`config.mk`:
```
export PLATFORM = sky130hd
export DESIGN_NAME = multicycle_control_flat
export DESIGN_NICKNAME = d
export VERILOG_FILES = /design/src/rtl/multicycle_control_if.sv /design/src/rtl/multicycle_control.sv /design/src/flat_wrapper.sv
export SDC_FILE = /design/constraint.sdc
export NUM_CORES = 1
export LEC_CHECK = 0
export ABC_AREA = 1
export CORE_MARGIN = 8
export CORE_UTILIZATION = 56
export CTS_BUF_LIST = sky130_fd_sc_hd__clkbuf_4 sky130_fd_sc_hd__clkbuf_8
export CTS_CLUSTER_SIZE = 16
export DETAILED_ROUTE_END_ITERATION = 16
export GPL_ROUTABILITY_DRIVEN = 0
export PLACE_DENSITY = 0.86
export SLEW_MARGIN = 20
export SYNTH_ARGS = -nofsm -noshare
export SYNTH_HDL_FRONTEND = slang
export SYNTH_SLANG_ARGS = --single-unit
export TNS_END_PERCENT = 20
```
`constraint.sdc`:
```
create_clock -name clk -period 5.1 [get_ports clk]
set_clock_uncertainty 0.15 [all_clocks]
set_input_delay 1.02 -clock clk [delete_from_list [all_inputs] [get_ports clk]]
set_output_delay 1.02 -clock clk [all_outputs]
set_load 0.03 [all_outputs]
```
`src/rtl/multicycle_control_if.sv`:
```
// Shared memory-port handshake between the multicycle controller and the memory arbiter.
// The controller (master) raises mem_req/mem_we; the memory side answers with mem_ack.
interface multicycle_control_if;
    logic mem_req;
    logic mem_we;
    logic mem_ack;

    modport master (
        output mem_req,
        output mem_we,
        input  mem_ack
    );

    modport slave (
        input  mem_req,
        input  mem_we,
        output mem_ack
    );
endinterface

```
`src/rtl/multicycle_control.sv`:
```
// Multicycle control FSM for the soft core: fetch/decode/execute/memory/write-back sequencing,
// datapath enables, memory-port handshake and retired-instruction counting.
module multicycle_control #(
    parameter int unsigned CNT_W = 32
) (
    input  logic                  clk,
    input  logic                  reset,
    input  logic                  run,
    input  logic [5:0]            opcode,
    multicycle_control_if.master  mem,
    output logic                  ir_write,
    output logic                  pc_write,
    output logic                  pc_write_cond,
    output logic [1:0]            pc_src,
    output logic [1:0]            alu_op,
    output logic                  alu_src,
    output logic                  reg_write,
    output logic                  reg_dst,
    output logic                  mem_to_reg,
    output logic                  retired,
    output logic                  illegal,
    output logic [CNT_W-1:0]      instr_count,
    output logic [2:0]            state
);

    localparam logic [2:0] IDLE   = 3'd0;
    localparam logic [2:0] FETCH  = 3'd1;
    localparam logic [2:0] DECODE = 3'd2;
    localparam logic [2:0] EXEC   = 3'd3;
    localparam logic [2:0] MEM    = 3'd4;
    localparam logic [2:0] WB     = 3'd5;

    localparam logic [5:0] OP_RTYPE = 6'b000000;
    localparam logic [5:0] OP_ADDI  = 6'b001000;
    localparam logic [5:0] OP_LW    = 6'b100011;
    localparam logic [5:0] OP_SW    = 6'b101011;
    localparam logic [5:0] OP_BEQ   = 6'b000100;
    localparam logic [5:0] OP_J     = 6'b000010;

    logic [2:0]       state_q, state_d;
    logic [CNT_W-1:0] count_q;
    logic             end_instr;
    logic             legal;

    assign legal = (opcode == OP_RTYPE) || (opcode == OP_ADDI) || (opcode == OP_LW) ||
                   (opcode == OP_SW) || (opcode == OP_BEQ) || (opcode == OP_J);

    always_comb begin
        state_d       = state_q;
        end_instr     = 1'b0;
        mem.mem_req   = 1'b0;
        mem.mem_we    = 1'b0;
        ir_write      = 1'b0;
        pc_write      = 1'b0;
        pc_write_cond = 1'b0;
        pc_src        = 2'b00;
        alu_op        = 2'b00;
        alu_src       = 1'b0;
        reg_write     = 1'b0;
        reg_dst       = 1'b0;
        mem_to_reg    = 1'b0;
        retired       = 1'b0;
        illegal       = 1'b0;

        case (state_q)
            IDLE: begin
                if (run) state_d = FETCH;
            end
            FETCH: begin
                mem.mem_req = 1'b1;
                if (mem.mem_ack) begin
                    ir_write = 1'b1;
                    pc_write = 1'b1;
                    pc_src   = 2'b00;
                    state_d  = DECODE;
                end
            end
            DECODE: begin
                if (opcode == OP_J) begin
                    pc_write  = 1'b1;
                    pc_src    = 2'b10;
                    retired   = 1'b1;
                    end_instr = 1'b1;
                end else if (!legal) begin
                    illegal   = 1'b1;
                    end_instr = 1'b1;
                end else begin
                    state_d = EXEC;
                end
            end
            EXEC: begin
                if (opcode == OP_RTYPE) begin
                    alu_op  = 2'b10;
                    state_d = WB;
                end else if (opcode == OP_BEQ) begin
                    alu_op        = 2'b01;
                    pc_write_cond = 1'b1;
                    pc_src        = 2'b01;
                    retired       = 1'b1;
                    end_instr     = 1'b1;
                end else begin
                    // addi, lw, sw all compute base + sign-extended immediate
                    alu_op  = 2'b00;
                    alu_src = 1'b1;
                    state_d = (opcode == OP_ADDI) ? WB : MEM;
                end
            end
            MEM: begin
                mem.mem_req = 1'b1;
                mem.mem_we  = (opcode == OP_SW);
                if (mem.mem_ack) begin
                    if (opcode == OP_SW) begin
                        retired   = 1'b1;
                        end_instr = 1'b1;
                    end else begin
                        state_d = WB;
                    end
                end
            end
            WB: begin
                reg_write  = 1'b1;
                reg_dst    = (opcode == OP_RTYPE);
                mem_to_reg = (opcode == OP_LW);
                retired    = 1'b1;
                end_instr  = 1'b1;
            end
            default: state_d = IDLE;
        endcase

        // run is only honoured at instruction boundaries
        if (end_instr) state_d = run ? FETCH : IDLE;
    end

    always_ff @(posedge clk or posedge reset) begin
        if (reset) begin
            state_q <= IDLE;
            count_q <= '0;
        end else begin
            state_q <= state_d;
            if (retired) count_q <= count_q + CNT_W'(1);
        end
    end

    assign state       = state_q;
    assign instr_count = count_q;

endmodule
```
`src/flat_wrapper.sv`:
```
// flat-port wrapper written by rule: the top's interface ports become plain ports
module multicycle_control_flat 
#(
    parameter int unsigned CNT_W = 32
)
  (clk, reset, run, opcode, ir_write, pc_write, pc_write_cond, pc_src, alu_op, alu_src, reg_write, reg_dst, mem_to_reg, retired, illegal, instr_count, state, mem_mem_req, mem_mem_we, mem_mem_ack);
  multicycle_control_if mem_i ();
  input  logic clk;
  input  logic reset;
  input  logic run;
  input  logic [5:0] opcode;
  output logic ir_write;
  output logic pc_write;
  output logic pc_write_cond;
  output logic [1:0] pc_src;
  output logic [1:0] alu_op;
  output logic alu_src;
  output logic reg_write;
  output logic reg_dst;
  output logic mem_to_reg;
  output logic retired;
  output logic illegal;
  output logic [CNT_W-1:0] instr_count;
  output logic [2:0] state;
  output wire logic [$bits(mem_i.mem_req)-1:0] mem_mem_req;
  output wire logic [$bits(mem_i.mem_we)-1:0] mem_mem_we;
  input wire logic [$bits(mem_i.mem_ack)-1:0] mem_mem_ack;
  assign mem_mem_req = mem_i.mem_req;
  assign mem_mem_we = mem_i.mem_we;
  assign mem_i.mem_ack = mem_mem_ack;
  multicycle_control #(.CNT_W(CNT_W)) u_core (.clk(clk), .reset(reset), .run(run), .opcode(opcode), .mem(mem_i), .ir_write(ir_write), .pc_write(pc_write), .pc_write_cond(pc_write_cond), .pc_src(pc_src), .alu_op(alu_op), .alu_src(alu_src), .reg_write(reg_write), .reg_dst(reg_dst), .mem_to_reg(mem_to_reg), .retired(retired), .illegal(illegal), .instr_count(instr_count), .state(state));
endmodule
```
==> flow_summary.toml, run 1 <==
[grt]
overflow = 0
grt_usage_pct = 19.6
grt_antenna_before_repair = 0
grt_pass1_vias = 2473
grt_max_degree = 38
grt_pass1_wl_um = 11700

[placement]
io_buffers = 59
dp_hpwl_um = 5440
post-place-cells = 492

[detailed_routing]
wirelength_um = 7040
vias = 2717
wl_per_cell_um = 14.1
dr.pass1.iters = 5
drtAntennaViolNets = 0
via_per_inst = 5.43
drc = 0
first_iter_violations = 225

[layout]
drive_above_1_share_pct = 6.92
final_cell_mix = "nand2_1 (161), clkdlybuf4s50_1 (59), nor2_1 (48), dfrtp_1 (35), inv_1 (29)"
num_antenna_cells = 0
final_common_cell = "nand2_1"
areaGrowthSynthToFinish_pct = 26.0
fin_cells = 500
post-route-util_pct = 73.9
finalNetCount = 459

[floorplanning]
start_util_pct = 58.6
fp.dieArea_um2 = 7050
ioPinCount = 60
die_w_um = 84.0
die_h_um = 84.0
rows = 24
core-area_um2 = 4410

[sta]
max_freq_ghz = 0.225
setup_viol = 0
worstMarginPinSlew_ns = 0.453
fin_tns_setup_ns = 0
grt_setup_unrepaired = "false"
hold_violations = 0
fin_crit_ns = 4.45
slew_viol_final = 0
slew_headroom_pct = 69.5
post-route-period-util_pct = 87.2

[critical_path]
crit_chain = "clkdlybuf4s50_1 -> nor2_1 -> nand3_2 -> nor2_8 -> inv_2 -> nand3_2 -> nand2_4 -> inv_4 -> clkdlybuf4s50_1"
criticalPathCategory = "in -> out"
required_ns = 3.93
critPathLaunch = "opcode[0]"
r2r_start = "u_core.instr_count[0]$_DFFE_PP0P_"
cp-end-kind = "primary output"
slowest_delay_ns = 0.73
slowest_stage = "clkdlybuf4s50_1"
critPathArrivalTime_ns = 3.28
crit_fanout = 27
cp-start-kind = "primary input"

[min_path]
hold_path.class = "reg -> reg"
min_from = "u_core.instr_count[25]$_DFFE_PP0P_"

[cts]
cts_resized = 0
ctsHoldBuffers = 0
path_clk_slew_ns = 0.07
cts_setup_buffers = 0
cts_tree = "yes"
cts_sinks = 35
clk_path_buf_depth = 2
cts-buffers-inserted = 5
htree_levels = 2
clk_latency_ns = 0.29
clockRootBuffer = "clkbuf_8"

[synthesis]
synth_edf_count = 0
syn-num-nets = 400
syn_area_per_cell_um2 = 6.67
ys_seq_area_share_pct = 33.8
ys_types = 30
ys_warn_count = 0
synth_flop_cell = "dfrtp_1"
async_flop_share_pct = 100
yosys-top-cells-area = "dfrtp_1 (34%), nand2_1 (23%), nor2_1 (7.0%)"
ys_ff_latch = 35
synth_area_um2 = 2590
synth.largest_area_cell = "dfrtp_1"
synth_top_cell_area_share_pct = 33.8
syn_inst = 388

[job]
cap_viol_max_count = 0

[pwr]
pwr_density_cell_nw_per_um2 = 278
finalPower_uw = 906
ir_drop_mv = 0.310
p_leak_nw = 1.56

[status]
status = "finished, final reports clean"
## cell type report
cell class              instances  area, um^2
clock inverters                 1        5.00
repair buffers                 61         606
clock buffers                   7        83.8
inverters                      35         134
flip-flops and latches         35         876
fillers                       370        1150
multi-input cells             309        1490
well taps                      52        65.1
## Yosys cell counts (2+ instances only)
master and number:
inv_1 29, nor2_1 48, xnor2_1 6, buf_8 2, buf_6 2, nand2_1 161
ha_1 2, o21ai_2 4, nand3_1 22, nand2_4 2, o21ai_0 6, nor3b_1 2
nand3_2 3, dfrtp_1 35, nand3b_1 3, inv_2 5, nor2_2 3, buf_4 4
nor3_1 12, xor2_1 19, nand4_1 9
## stage by stage
stage	setup WS (ns)	hold slack, ns	instance area (um^2)
4_1_cts	0.681	0.366	3260
3_3_place_gp	0.789	0.343	3170
5_1_grt	0.510	0.414	3260
6_report	0.651	0.362	3260
2_1_floorplan	1.81	0.517	2590
3_5_place_dp	0.681	0.352	3170
## cell families (layout without fill, tap and decap cells)
logic type / Yosys count / count (layout) / synth area share, %
AO/OA/AOI/OAI: 12 / 12 / 3.04
adder cells (fa/ha/maj): 2 / 2 / 0.966
XOR/XNOR: 25 / 25 / 8.46
flip-flops: 35 / 35 / 33.8
buffers and inverters: 44 / 104 / 8.55
AND/OR/NAND/NOR: 270 / 270 / 45.1
## critical path: cells and delay by family
family	cells	cell delay (ns)
buf+inv	4	1.47
simple gates	5	0.77
## where the power goes
part           switching (mW)  internal, mW  total [mW]
logic                   0.239         0.130       0.370
clock network          0.0978         0.106       0.204
registers              0.0345         0.297       0.332
## sequential cells by signal, summed over array words and instances (netlist names)
register and count:
u_core.state 3, u_core.instr_count 32
## layer usage
| layer | vias to the layer above | part of all wire, % | GRT usage [%] |
|---|---|---|---|
| met1 | 1281 | 42 | 24.0 |
| li1 | 1328 | - | - |
| met2 | 99 | 49 | 32.7 |
| met4 | 0 | 1.3 | 5.34 |
| met5 | - | 0 | 0 |
| met3 | 9 | 7.2 | 5.47 |
## final timing paths
kind	end	slack (ns)	depth (start not counted)
worst max-delay path	retired	0.65	9
worst min-delay path	u_core.instr_count[25]$_DFFE_PP0P_	0.36	2
worst max register to register	u_core.instr_count[30]$_DFFE_PP0P_	2.99	10
worst min register to register	u_core.instr_count[25]$_DFFE_PP0P_	0.36	2
max in group asynchronous	u_core.instr_count[24]$_DFFE_PP0P_	3.51	3
min in group asynchronous	u_core.instr_count[18]$_DFFE_PP0P_	0.98	3
(Power assumes the default switching activity.)
==> inputs of run 2 (changes only) <==
--- a/config.mk
+++ b/config.mk
@@ -7,12 +7,12 @@
 export LEC_CHECK = 0
 export ABC_AREA = 1
 export CORE_MARGIN = 8
-export CORE_UTILIZATION = 56
+export CORE_UTILIZATION = 39
 export CTS_BUF_LIST = sky130_fd_sc_hd__clkbuf_4 sky130_fd_sc_hd__clkbuf_8
 export CTS_CLUSTER_SIZE = 16
 export DETAILED_ROUTE_END_ITERATION = 16
 export GPL_ROUTABILITY_DRIVEN = 0
-export PLACE_DENSITY = 0.86
+export PLACE_DENSITY = 0.63
 export SLEW_MARGIN = 20
 export SYNTH_ARGS = -nofsm -noshare
 export SYNTH_HDL_FRONTEND = slang
==> flow_summary.toml, run 2 (same netlist as run 1, synthesis figures left out) <==
[sta]
post-route-period-util_pct = 82.3
fin_crit_ns = 4.20
setup_viol = 0
slew_viol_final = 0
worstMarginPinSlew_ns = 0.467
grt_setup_unrepaired = "false"
fin_hold_ws_ns = 0.365
max_freq_ghz = 0.238
slew_headroom_pct = 68.9
hold_violations = 0
fin_tns_setup_ns = 0

[cts]
cts_sinks = 35
cts_setup_buffers = 0
ctsHoldBuffers = 0
cts_resized = 0
path_clk_slew_ns = 0.08
cts-buffers-inserted = 5
clk_path_buf_depth = 2
htree_levels = 2
cts_tree = "yes"
clockRootBuffer = "clkbuf_8"
clk_latency_ns = 0.29

[pwr]
p_leak_nw = 1.57
pwr_density_cell_nw_per_um2 = 274
ir_drop_mv = 0.218
finalPower_uw = 904

[detailed_routing]
vias = 2649
wirelength_um = 7270
drtAntennaViolNets = 0
first_iter_violations = 222
wl_per_cell_um = 13.8
via_per_inst = 5.04
dr.pass1.iters = 4
drc = 0

[critical_path]
slowest_stage = "clkdlybuf4s50_1"
criticalPathCategory = "in -> out"
cp-start-kind = "primary input"
cp-end-kind = "primary output"
required_ns = 3.93
crit_chain = "clkdlybuf4s50_1 -> nor2_1 -> nand3_2 -> nor2_8 -> inv_2 -> nand3_2 -> nand2_4 -> inv_4 -> clkdlybuf4s50_1"
critPathArrivalTime_ns = 3.03
reg2reg_slack_ns = 3.07
slowest_delay_ns = 0.66
crit_fanout = 6

[layout]
multi_input_area_um2 = 1490
final-seq-area_um2 = 876
drive_above_1_share_pct = 7.13
nFillCells = 644
num_antenna_cells = 0
final_common_cell = "nand2_1"
final_cell_mix = "nand2_1 (161), clkdlybuf4s50_1 (59), nor2_1 (48), dfrtp_1 (35), inv_1 (29)"
fin_cells = 526
largest_reg_flops = 32
finalNetCount = 460
areaGrowthSynthToFinish_pct = 27.5

[floorplanning]
die_w_um = 97.5
die_h_um = 97.5
ioPinCount = 60
start_util_pct = 40.5
fp.dieArea_um2 = 9500
core-area_um2 = 6390
rows = 29

[grt]
overflow = 0
grt_antenna_before_repair = 0
grt_max_degree = 38
grt_pass1_wl_um = 12800
grt_pass1_vias = 2712
grt_usage_pct = 16.0

[status]
status = "finished, final reports clean"

[placement]
dp_hpwl_um = 5600
io_buffers = 59
post-place-cells = 518

[min_path]
hold_path.class = "reg -> reg"

[job]
cap_viol_max_count = 0
[run 2: cell types whose count changed in the layout (fill, tap and decap cells not counted), sizes merged]
cell / change
buf: +1
[run 2: path summary, 6_finish.rpt]
kind | from | to | cells past startpoint
worst max register to register | u_core.instr_count[0]$_DFFE_PP0P_ | u_core.instr_count[26]$_DFFE_PP0P_ | 9
worst min-delay path | u_core.instr_count[25]$_DFFE_PP0P_ | u_core.instr_count[25]$_DFFE_PP0P_ | 2
min in group asynchronous | reset | u_core.instr_count[22]$_DFFE_PP0P_ | 3
worst min register to register | u_core.instr_count[25]$_DFFE_PP0P_ | u_core.instr_count[25]$_DFFE_PP0P_ | 2
max in group asynchronous | reset | u_core.instr_count[26]$_DFFE_PP0P_ | 3
worst max-delay path | opcode[1] | retired | 9
[run 2: metrics by stage]
step                      util, %  cell area, um^2  setup WS [ns]
after global routing         51.7             3300          0.818
after global placement       50.3             3210          0.977
after floorplan                 -             2590           1.81
after CTS                    51.7             3300          0.898
final                        51.7             3300          0.904
after detailed placement     50.3             3210          0.897
[run 2: worst max-delay path: cells and delay by family]
kind	cells	cell delay [ns]
buffers and inverters	4	1.22
AND/OR/NAND/NOR	5	0.78
[run 2: area by class of cell]
| cell class | instances | area share, % |
|---|---|---|
| multi-input cells | 309 | 45.2 |
| flip-flops and latches | 35 | 26.5 |
| repair buffers | 62 | 18.6 |
| inverters | 35 | 4.06 |
| well taps | 77 | 2.92 |
| clock buffers | 7 | 2.54 |
| clock inverters | 1 | 0.152 |
[run 2: where the power goes]
group / leakage (nW) / switching, mW / total (mW) / internal [mW]
Clock: 0.0491 / 0.0990 / 0.205 / 0.106
Combinational: 1.04 / 0.237 / 0.368 / 0.131
Sequential: 0.481 / 0.0336 / 0.331 / 0.297
[run 2: per-layer routing]
| metal | wire length (um) | part of all wire [%] | global-route usage, % | up-vias |
|---|---|---|---|---|
| met1 | 3390 | 47 | 20.1 | 1225 |
| met3 | 485 | 6.7 | 4.20 | 9 |
| met2 | 3290 | 45 | 25.6 | 82 |
| met5 | 0 | 0 | 0 | - |
| met4 | 106 | 1.5 | 5.71 | 0 |
| li1 | - | - | - | 1333 |
==> inputs of run 3 (changes only) <==
--- a/config.mk
+++ b/config.mk
@@ -12,7 +12,7 @@
 export CTS_CLUSTER_SIZE = 16
 export DETAILED_ROUTE_END_ITERATION = 16
 export GPL_ROUTABILITY_DRIVEN = 0
-export PLACE_DENSITY = 0.63
+export PLACE_DENSITY = 0.65
 export SLEW_MARGIN = 20
 export SYNTH_ARGS = -nofsm -noshare
 export SYNTH_HDL_FRONTEND = slang
==> constraint.sdc (replaced) <==
create_clock -name clk -period 3.65 [get_ports clk]
set_clock_uncertainty 0.15 [all_clocks]
set_input_delay 0.73 -clock clk [delete_from_list [all_inputs] [get_ports clk]]
set_output_delay 0.73 -clock clk [all_outputs]
set_load 0.03 [all_outputs]
==> flow_summary.toml, run 3 (same netlist as run 1, synthesis figures left out) <==
[job]
cap_viol_max_count = 0

[layout]
drive_above_1_share_pct = 7.35
num_antenna_cells = 0
final_cell_mix = "nand2_1 (161), clkdlybuf4s50_1 (58), nor2_1 (48), dfrtp_1 (35), inv_1 (29)"
finalNetCount = 460
areaGrowthSynthToFinish_pct = 27.4
final_common_cell = "nand2_1"
post-route-util_pct = 51.6
largest_reg_flops = 32

[floorplanning]
ioPinCount = 60
die_h_um = 97.5
core-area_um2 = 6390
rows = 29
start_util_pct = 40.5
fp.dieArea_um2 = 9500
die_w_um = 97.5

[cts]
cts_sinks = 35
htree_levels = 2
clockRootBuffer = "clkbuf_8"
cts_setup_buffers = 0
clk_latency_ns = 0.28
ctsHoldBuffers = 0
cts_resized = 0
cts-buffers-inserted = 5
path_clk_slew_ns = 0.07
cts_tree = "yes"
clk_path_buf_depth = 2

[status]
status = "finished, final reports clean"

[sta]
setup_viol = 0
post-route-period-util_pct = 95.1
worstMarginPinSlew_ns = 0.666
hold_violations = 0
fin_tns_setup_ns = 0
max_freq_ghz = 0.288
fin_crit_ns = 3.47
grt_setup_unrepaired = "false"
slew_viol_final = 0
slew_headroom_pct = 55.5

[pwr]
clkPwrFrac_pct = 22.4
pwr_density_cell_nw_per_um2 = 381
ir_drop_mv = 0.386
p_leak_nw = 1.57
p_int_uw = 747
swShare_pct = 40.5
p_sw_uw = 509
pwr-share-comb_pct = 40.7
seq_power_share_pct = 36.9

[detailed_routing]
first_iter_violations = 154
vias = 2600
dr.pass1.iters = 4
via_per_inst = 4.94
wirelength_um = 7110
drc = 0
wl_per_cell_um = 13.5
drtAntennaViolNets = 0

[min_path]
hold_path.class = "reg -> reg"
hold_depth = 2

[critical_path]
cp-start-kind = "primary input"
reg2regPathDepth = 9
cp-end-kind = "primary output"
criticalPathCategory = "in -> out"
critPathArrivalTime_ns = 2.59
required_ns = 2.77
crit_fanout = 4

[grt]
grt_antenna_before_repair = 0
grt_pass1_vias = 2571
grt_pass1_wl_um = 12200
grt_max_degree = 38
overflow = 0
grt_usage_pct = 15.2

[placement]
io_buffers = 59
dp_hpwl_um = 5660
## run 3: cell count changes in the layout (fill, tap and decap cells not counted), sizes merged
cell           change
buf                +1
clkdlybuf4s50      -1
## run 3: power by group through the flow
| stage | registers (mW) | clock network (mW) | logic (mW) |
|---|---|---|---|
| floorplan | 0.512 | 0 | 0.303 |
| global placement | 0.469 | 0 | 0.512 |
| detailed placement | 0.469 | 0 | 0.513 |
| CTS | 0.462 | 0.293 | 0.516 |
| global route | 0.468 | 0.311 | 0.568 |
| finish | 0.463 | 0.282 | 0.511 |
## run 3: worst paths after layout
| path | from | endpoint | slack [ns] |
|---|---|---|---|
| setup reg to reg | u_core.instr_count[0]$_DFFE_PP0P_ | u_core.instr_count[26]$_DFFE_PP0P_ | 1.57 |
| max in group asynchronous | reset | u_core.instr_count[23]$_DFFE_PP0P_ | 1.96 |
| hold reg to reg | u_core.instr_count[25]$_DFFE_PP0P_ | u_core.instr_count[25]$_DFFE_PP0P_ | 0.36 |
| setup / recovery | opcode[2] | illegal | 0.18 |
| min in group asynchronous | reset | u_core.instr_count[18]$_DFFE_PP0P_ | 0.70 |
| hold / removal | u_core.instr_count[25]$_DFFE_PP0P_ | u_core.instr_count[25]$_DFFE_PP0P_ | 0.36 |
## run 3: metrics by stage
step           area, um^2  setup WS (ns)  hold slack (ns)  total power [mW]  cells
3_3_place_gp         3210          0.219            0.353             0.981    518
4_1_cts              3300          0.175            0.368              1.27    526
3_5_place_dp         3210          0.184            0.350             0.982    518
2_1_floorplan        2590          0.936            0.517             0.814    388
6_report             3300          0.179            0.365              1.26    526
5_1_grt              3300         0.0687            0.405              1.35    526
## run 3: worst max-delay path, stage by stage
cell	delay (ns)
clkdlybuf4s50_1	0.57
inv_1	0.11
nand3_1	0.12
nand2_1	0.07
nor2_1	0.14
nand2_1	0.09
inv_1	0.09
clkdlybuf4s50_1	0.67
## run 3: final cells by class
type	instances	area, um^2
clock buffers	7	83.8
clock inverters	1	5.00
fillers	667	3090
inverters	35	134
multi-input cells	309	1490
flip-flops and latches	35	876
well taps	77	96.3
repair buffers	62	611
## run 3: per-layer routing
| layer | wire [um] | up-vias | global-route usage (%) |
|---|---|---|---|
| li1 | - | 1331 | - |
| met1 | 3220 | 1163 | 18.8 |
| met2 | 3240 | 91 | 23.6 |
| met3 | 471 | 15 | 3.77 |
| met4 | 184 | 0 | 8.04 |
| met5 | 0 | - | 0 |
==> variant 1: new RTL, settings of run 2 <==
`CNT_W` is set to 32 in 2 places; all go to 48.
--- a/src/rtl/multicycle_control.sv
+++ b/src/rtl/multicycle_control.sv
@@ -2,5 +2,5 @@
 // datapath enables, memory-port handshake and retired-instruction counting.
 module multicycle_control #(
-    parameter int unsigned CNT_W = 32
+    parameter int unsigned CNT_W = 48
 ) (
     input  logic                  clk,
--- a/src/flat_wrapper.sv
+++ b/src/flat_wrapper.sv
@@ -2,5 +2,5 @@
 module multicycle_control_flat 
 #(
-    parameter int unsigned CNT_W = 32
+    parameter int unsigned CNT_W = 48
 )
   (clk, reset, run, opcode, ir_write, pc_write, pc_write_cond, pc_src, alu_op, alu_src, reg_write, reg_dst, mem_to_reg, retired, illegal, instr_count, state, mem_mem_req, mem_mem_we, mem_mem_ack);
Ports: changed (resized instr_count); port bits go from 60 to 76. The function was not compared with the original's and may differ.
==> variant 1 against run 2 <==
Wire length grew 60%. Sequential cell count rose by 16. Register-to-register slack got worse by 0.39 ns. Non-clock buffer count grew 15. Final area increased by 41%. Synthesized area is 44% higher. Clock power increased by 18%. Global-route usage rose by 2.3 points. Power up 65%. Worst setup slack worse by 0.13 ns. Synthesized cell count is 58% higher. Largest cell class unchanged.
==> variant 1: results (changes against run 2) <==
[yosys]
synth_adder_area_share=0.006700  ; -0.002966
synthTopCellsByCount=nand2_1, nor2_1, inv_1
synth-async-reset-ratio=1.000  ; unchanged
ys_types=22  ; -27%
ys.flop_type=dfrtp_1
yosysSeqAreaShare=0.3417  ; +0.003381
synth_xor_area_frac=0.04221  ; -0.04237
synth.area.top_cells=dfrtp_1, nand2_1, nor2_1, inv_1, nand3_1
synth_compound_area_frac=0.03518  ; +0.004726
synth_nets=625  ; +56%
muxShareOfSynthArea=0  ; unchanged

[critical_path]
cp.arrival_ns=3.15  ; +0.12 ns
cpPeakStageDelay_ns=0.71  ; +0.05 ns
cp_top_family=buffers and inverters
critPathMaxFanout=4  ; -2

[clock_tree]
clkLatencyLatePin_ns=0.31  ; +0.02 ns
clk_pin_slew_ns=0.09
htree_levels=2  ; unchanged
cts_setup_buffers=0  ; unchanged

[global_routing]
grt_pass1_vias=3905  ; +44%
grt_first_pass_wirelength_um=19240  ; +50%
antenna_found_initial=0  ; unchanged
grt_max_degree=58  ; +53%
grt_use_total=0.1826  ; +0.02263

[place]
dp_slack_ns=0.7967  ; -0.1005 ns
dp_hpwl_um=9235  ; +65%
io_buffer_count=75  ; +27%

[final_layout]
nFillCells=971  ; +51%
nets=696  ; +51%
drive_gt1_frac=0.03216  ; -0.03911
largest_reg_flops=48  ; +50%

[worst_hold_path]
hold_class=flop to flop

[pwr]
p_per_area_nw_per_um2=319.9  ; +17%
p_sw_mw=0.6692  ; +81%
peakVddDrop_mv=0.2519  ; +16%
p_leak_nw=2.044  ; +31%

[status]
status=complete, no violations

[sta]
tightest_slew_ns=0.8990  ; +0.4319 ns

[drt]
drt_iter0_drc=368  ; +66%
wirelength_um=11640  ; +60%
viasPerCell=5.053  ; +0.33%

[variant 1: final timing paths]
check / startpoint / end / slack (ns) / cells past startpoint
worst min-delay path: u_core.instr_count[47] / u_core.instr_count[47] / 0.40 / 2
worst min register to register: u_core.instr_count[47] / u_core.instr_count[47] / 0.40 / 2
worst max register to register: u_core.instr_count[0] / u_core.instr_count[28] / 2.68 / 10
max in group asynchronous: reset / u_core.instr_count[37] / 3.22 / 2
min in group asynchronous: reset / u_core.instr_count[39] / 1.04 / 2
worst max-delay path: opcode[0] / retired / 0.78 / 8
[variant 1: tightest hold or removal path, cell delays in order, from the launching register on]
cell	delay, ns
dfrtp_1	0.40
nand2_1	0.07
nand2_1	0.06
[variant 1: power groups by stage]
stage	logic [mW]	clock network (mW)	registers, mW
finish	0.681	0.242	0.567
global route	0.753	0.261	0.581
CTS	0.686	0.255	0.567
detailed placement	0.682	0	0.574
global placement	0.676	0	0.573
floorplan	0.318	0	0.678
[variant 1: layout make-up]
cell class | count | area share
clock buffers | 6 | 0.01773
clock inverters | 1 | 0.001074
inverters | 64 | 0.05184
multi-input cells | 485 | 0.4564
flip-flops and latches | 51 | 0.2740
well taps | 129 | 0.03465
repair buffers | 77 | 0.1644
[variant 1: through the flow]
step | hold slack, ns | power (mW) | cells | instance area, um^2
3_3_place_gp | 0.3741 | 1.249 | 806 | 4569
6_report | 0.3994 | 1.490 | 813 | 4658
2_1_floorplan | 0.5283 | 0.9952 | 613 | 3735
3_5_place_dp | 0.3774 | 1.256 | 806 | 4569
4_1_cts | 0.4038 | 1.507 | 813 | 4657
5_1_grt | 0.4321 | 1.595 | 813 | 4658
[variant 1: per-layer routing]
layer | GRT usage | share of wire
met5 | 0 | 0
met4 | 0.06389 | 0.025
met1 | 0.2398 | 0.46
met2 | 0.2895 | 0.44
met3 | 0.03803 | 0.077
==> variant 2: new RTL, config.mk and constraints of run 2 <==
Without the edit above. Make the reset (`reset`) synchronous in one clocked block.
--- a/src/rtl/multicycle_control.sv
+++ b/src/rtl/multicycle_control.sv
@@ -132,5 +132,5 @@
     end
 
-    always_ff @(posedge clk or posedge reset) begin
+    always_ff @(posedge clk) begin
         if (reset) begin
             state_q <= IDLE;
Function: differs if reset is asserted again (counterexample within 4 cycles, from zero or initial values and one cycle with reset high); with reset held inactive, the same outputs for 10 cycles.
==> variant 2 against run 2 <==
Global-route usage fell by 0.71 points. Final area rose by 0.19%. Sequential power fell by 7.9%. Non-clock buffer count fell by 1. Via count fell by 1.7%. Wire length fell by 1.7%. Register-to-register slack got worse by 0.10 ns. Sequential cell count did not move. Synthesized area rose by 1.8%. Worst setup slack got worse by 0.047 ns. Fmax fell by 1.1%. Power fell by 12%. Largest cell class unchanged.
==> variant 2: results (changes against run 2) <==
[place]
dp_slack_ns=0.8470  ; -0.05017 ns
dp_hpwl_um=5511  ; -1.6%
io_buffer_count=59  ; unchanged

[clock_tree]
numCtsBuffers=5  ; unchanged
post_cts_resized=0  ; unchanged
cts_buffer_depth=2  ; unchanged
htree_levels=2  ; unchanged
cts-root-buf=clkbuf_8
cts_setup_buffers=0  ; unchanged

[global_routing]
grt_use_total=0.1529  ; -0.007075
antenna_found_initial=0  ; unchanged
grt_max_degree=35  ; -7.9%
grt_first_pass_wirelength_um=12360  ; -3.4%
grt_pass1_vias=2673  ; -1.4%

[sta]
tightest_slew_ns=0.9146  ; +0.4474 ns

[yosys]
synthTopCellsByCount=nand2_1, nor2_1, inv_1
synth-async-reset-ratio=0  ; -1.000
synth_nets=405  ; +1.3%
ys_warn_count=0  ; unchanged
synth.area.top_cells=dfxtp_1, nand2_1, a21oi_2, xor2_1, nand2_2
synth-edff-count=0  ; unchanged
yosysSeqAreaShare=0.2658  ; -0.07255
ys_types=28  ; -6.7%

[final_layout]
largest_reg_flops=32  ; unchanged
nets=462  ; +0.43%
antenna_cells=0  ; unchanged
drive_gt1_frac=0.1929  ; +0.1216

[pwr]
p_leak_nw=1.187  ; -24%
peakVddDrop_mv=0.09220  ; -58%
intPower_mw=0.4899  ; -8.4%

[critical_path]
slowest_stage=clkdlybuf4s50_1
cp.arrival_ns=3.07  ; +0.04 ns
critPathMaxFanout=7  ; +1
cpPeakStageDelay_ns=0.66  ; about the same
cp_top_family=buffers and inverters

[drt]
drtPass1Iterations=4  ; unchanged
wire_per_inst_um=13.46  ; -2.7%
drt_iter0_drc=125  ; -44%
viasPerCell=4.906  ; -2.6%

[worst_hold_path]
hold_class=flop to flop

[status]
status=complete, no violations

-- variant 2: power by group through the flow --
stage	clock (mW)	sequential [mW]	combinational (mW)
after floorplan	0	0.329	0.178
after global placement	0	0.311	0.280
after detailed placement	0	0.312	0.279
after CTS	0.215	0.305	0.280
after global routing	0.224	0.309	0.308
final	0.210	0.305	0.278
-- variant 2: cell families (layout without fill, tap and decap cells) --
group                      after synthesis  in the layout  synth area share
buffers and inverters                   53            111            0.1082
AOI/OAI and AO/OA                       41             41            0.1205
and+or+nand+nor                        233            233            0.3996
DFF                                     35             35            0.2658
adders and majority gates                2              2          0.009491
xor gates and xnor gates                29             29           0.09634
-- variant 2: final timing paths --
| path | slack, ns | endpoint | cells after the start | startpoint |
|---|---|---|---|---|
| worst max-delay path | 0.86 | retired | 11 | opcode[2] |
| worst min-delay path | 0.35 | u_core.instr_count[31] | 2 | u_core.instr_count[31] |
| worst min register to register | 0.35 | u_core.instr_count[31] | 2 | u_core.instr_count[31] |
| worst max register to register | 2.97 | u_core.instr_count[10] | 11 | u_core.state[1] |
-- variant 2: layer usage --
metal	vias up	part of all wire	global-route usage
li1	1340	-	-
met2	52	0.47	0.2650
met3	10	0.049	0.03627
met5	-	0	0
met1	1203	0.47	0.1817
met4	0	0.014	0.04604
-- variant 2: worst min-delay path, cell delays in order, from the launching register on --
cell	delay [ns]
dfxtp_1	0.34
nand2_1	0.07
a21oi_1	0.05
-- variant 2: cell type report --
cell class                 instances  area [um^2]
clock inverter                     1        5.005
fill                             706         3376
timing repair buffer              61        600.6
clock buffer                       7        83.83
inverter                          42        165.2
tap                               80        100.1
sequential                        35        700.7
multi-input combinational        305         1650
-- variant 2: per-stage QoR --
stage	instance area, um^2	cells	hold slack [ns]
2_1_floorplan	2636	393	0.4601
3_3_place_gp	3217	523	0.3325
3_5_place_dp	3217	523	0.3423
4_1_cts	3306	531	0.3569
5_1_grt	3306	531	0.3985
6_report	3306	531	0.3528
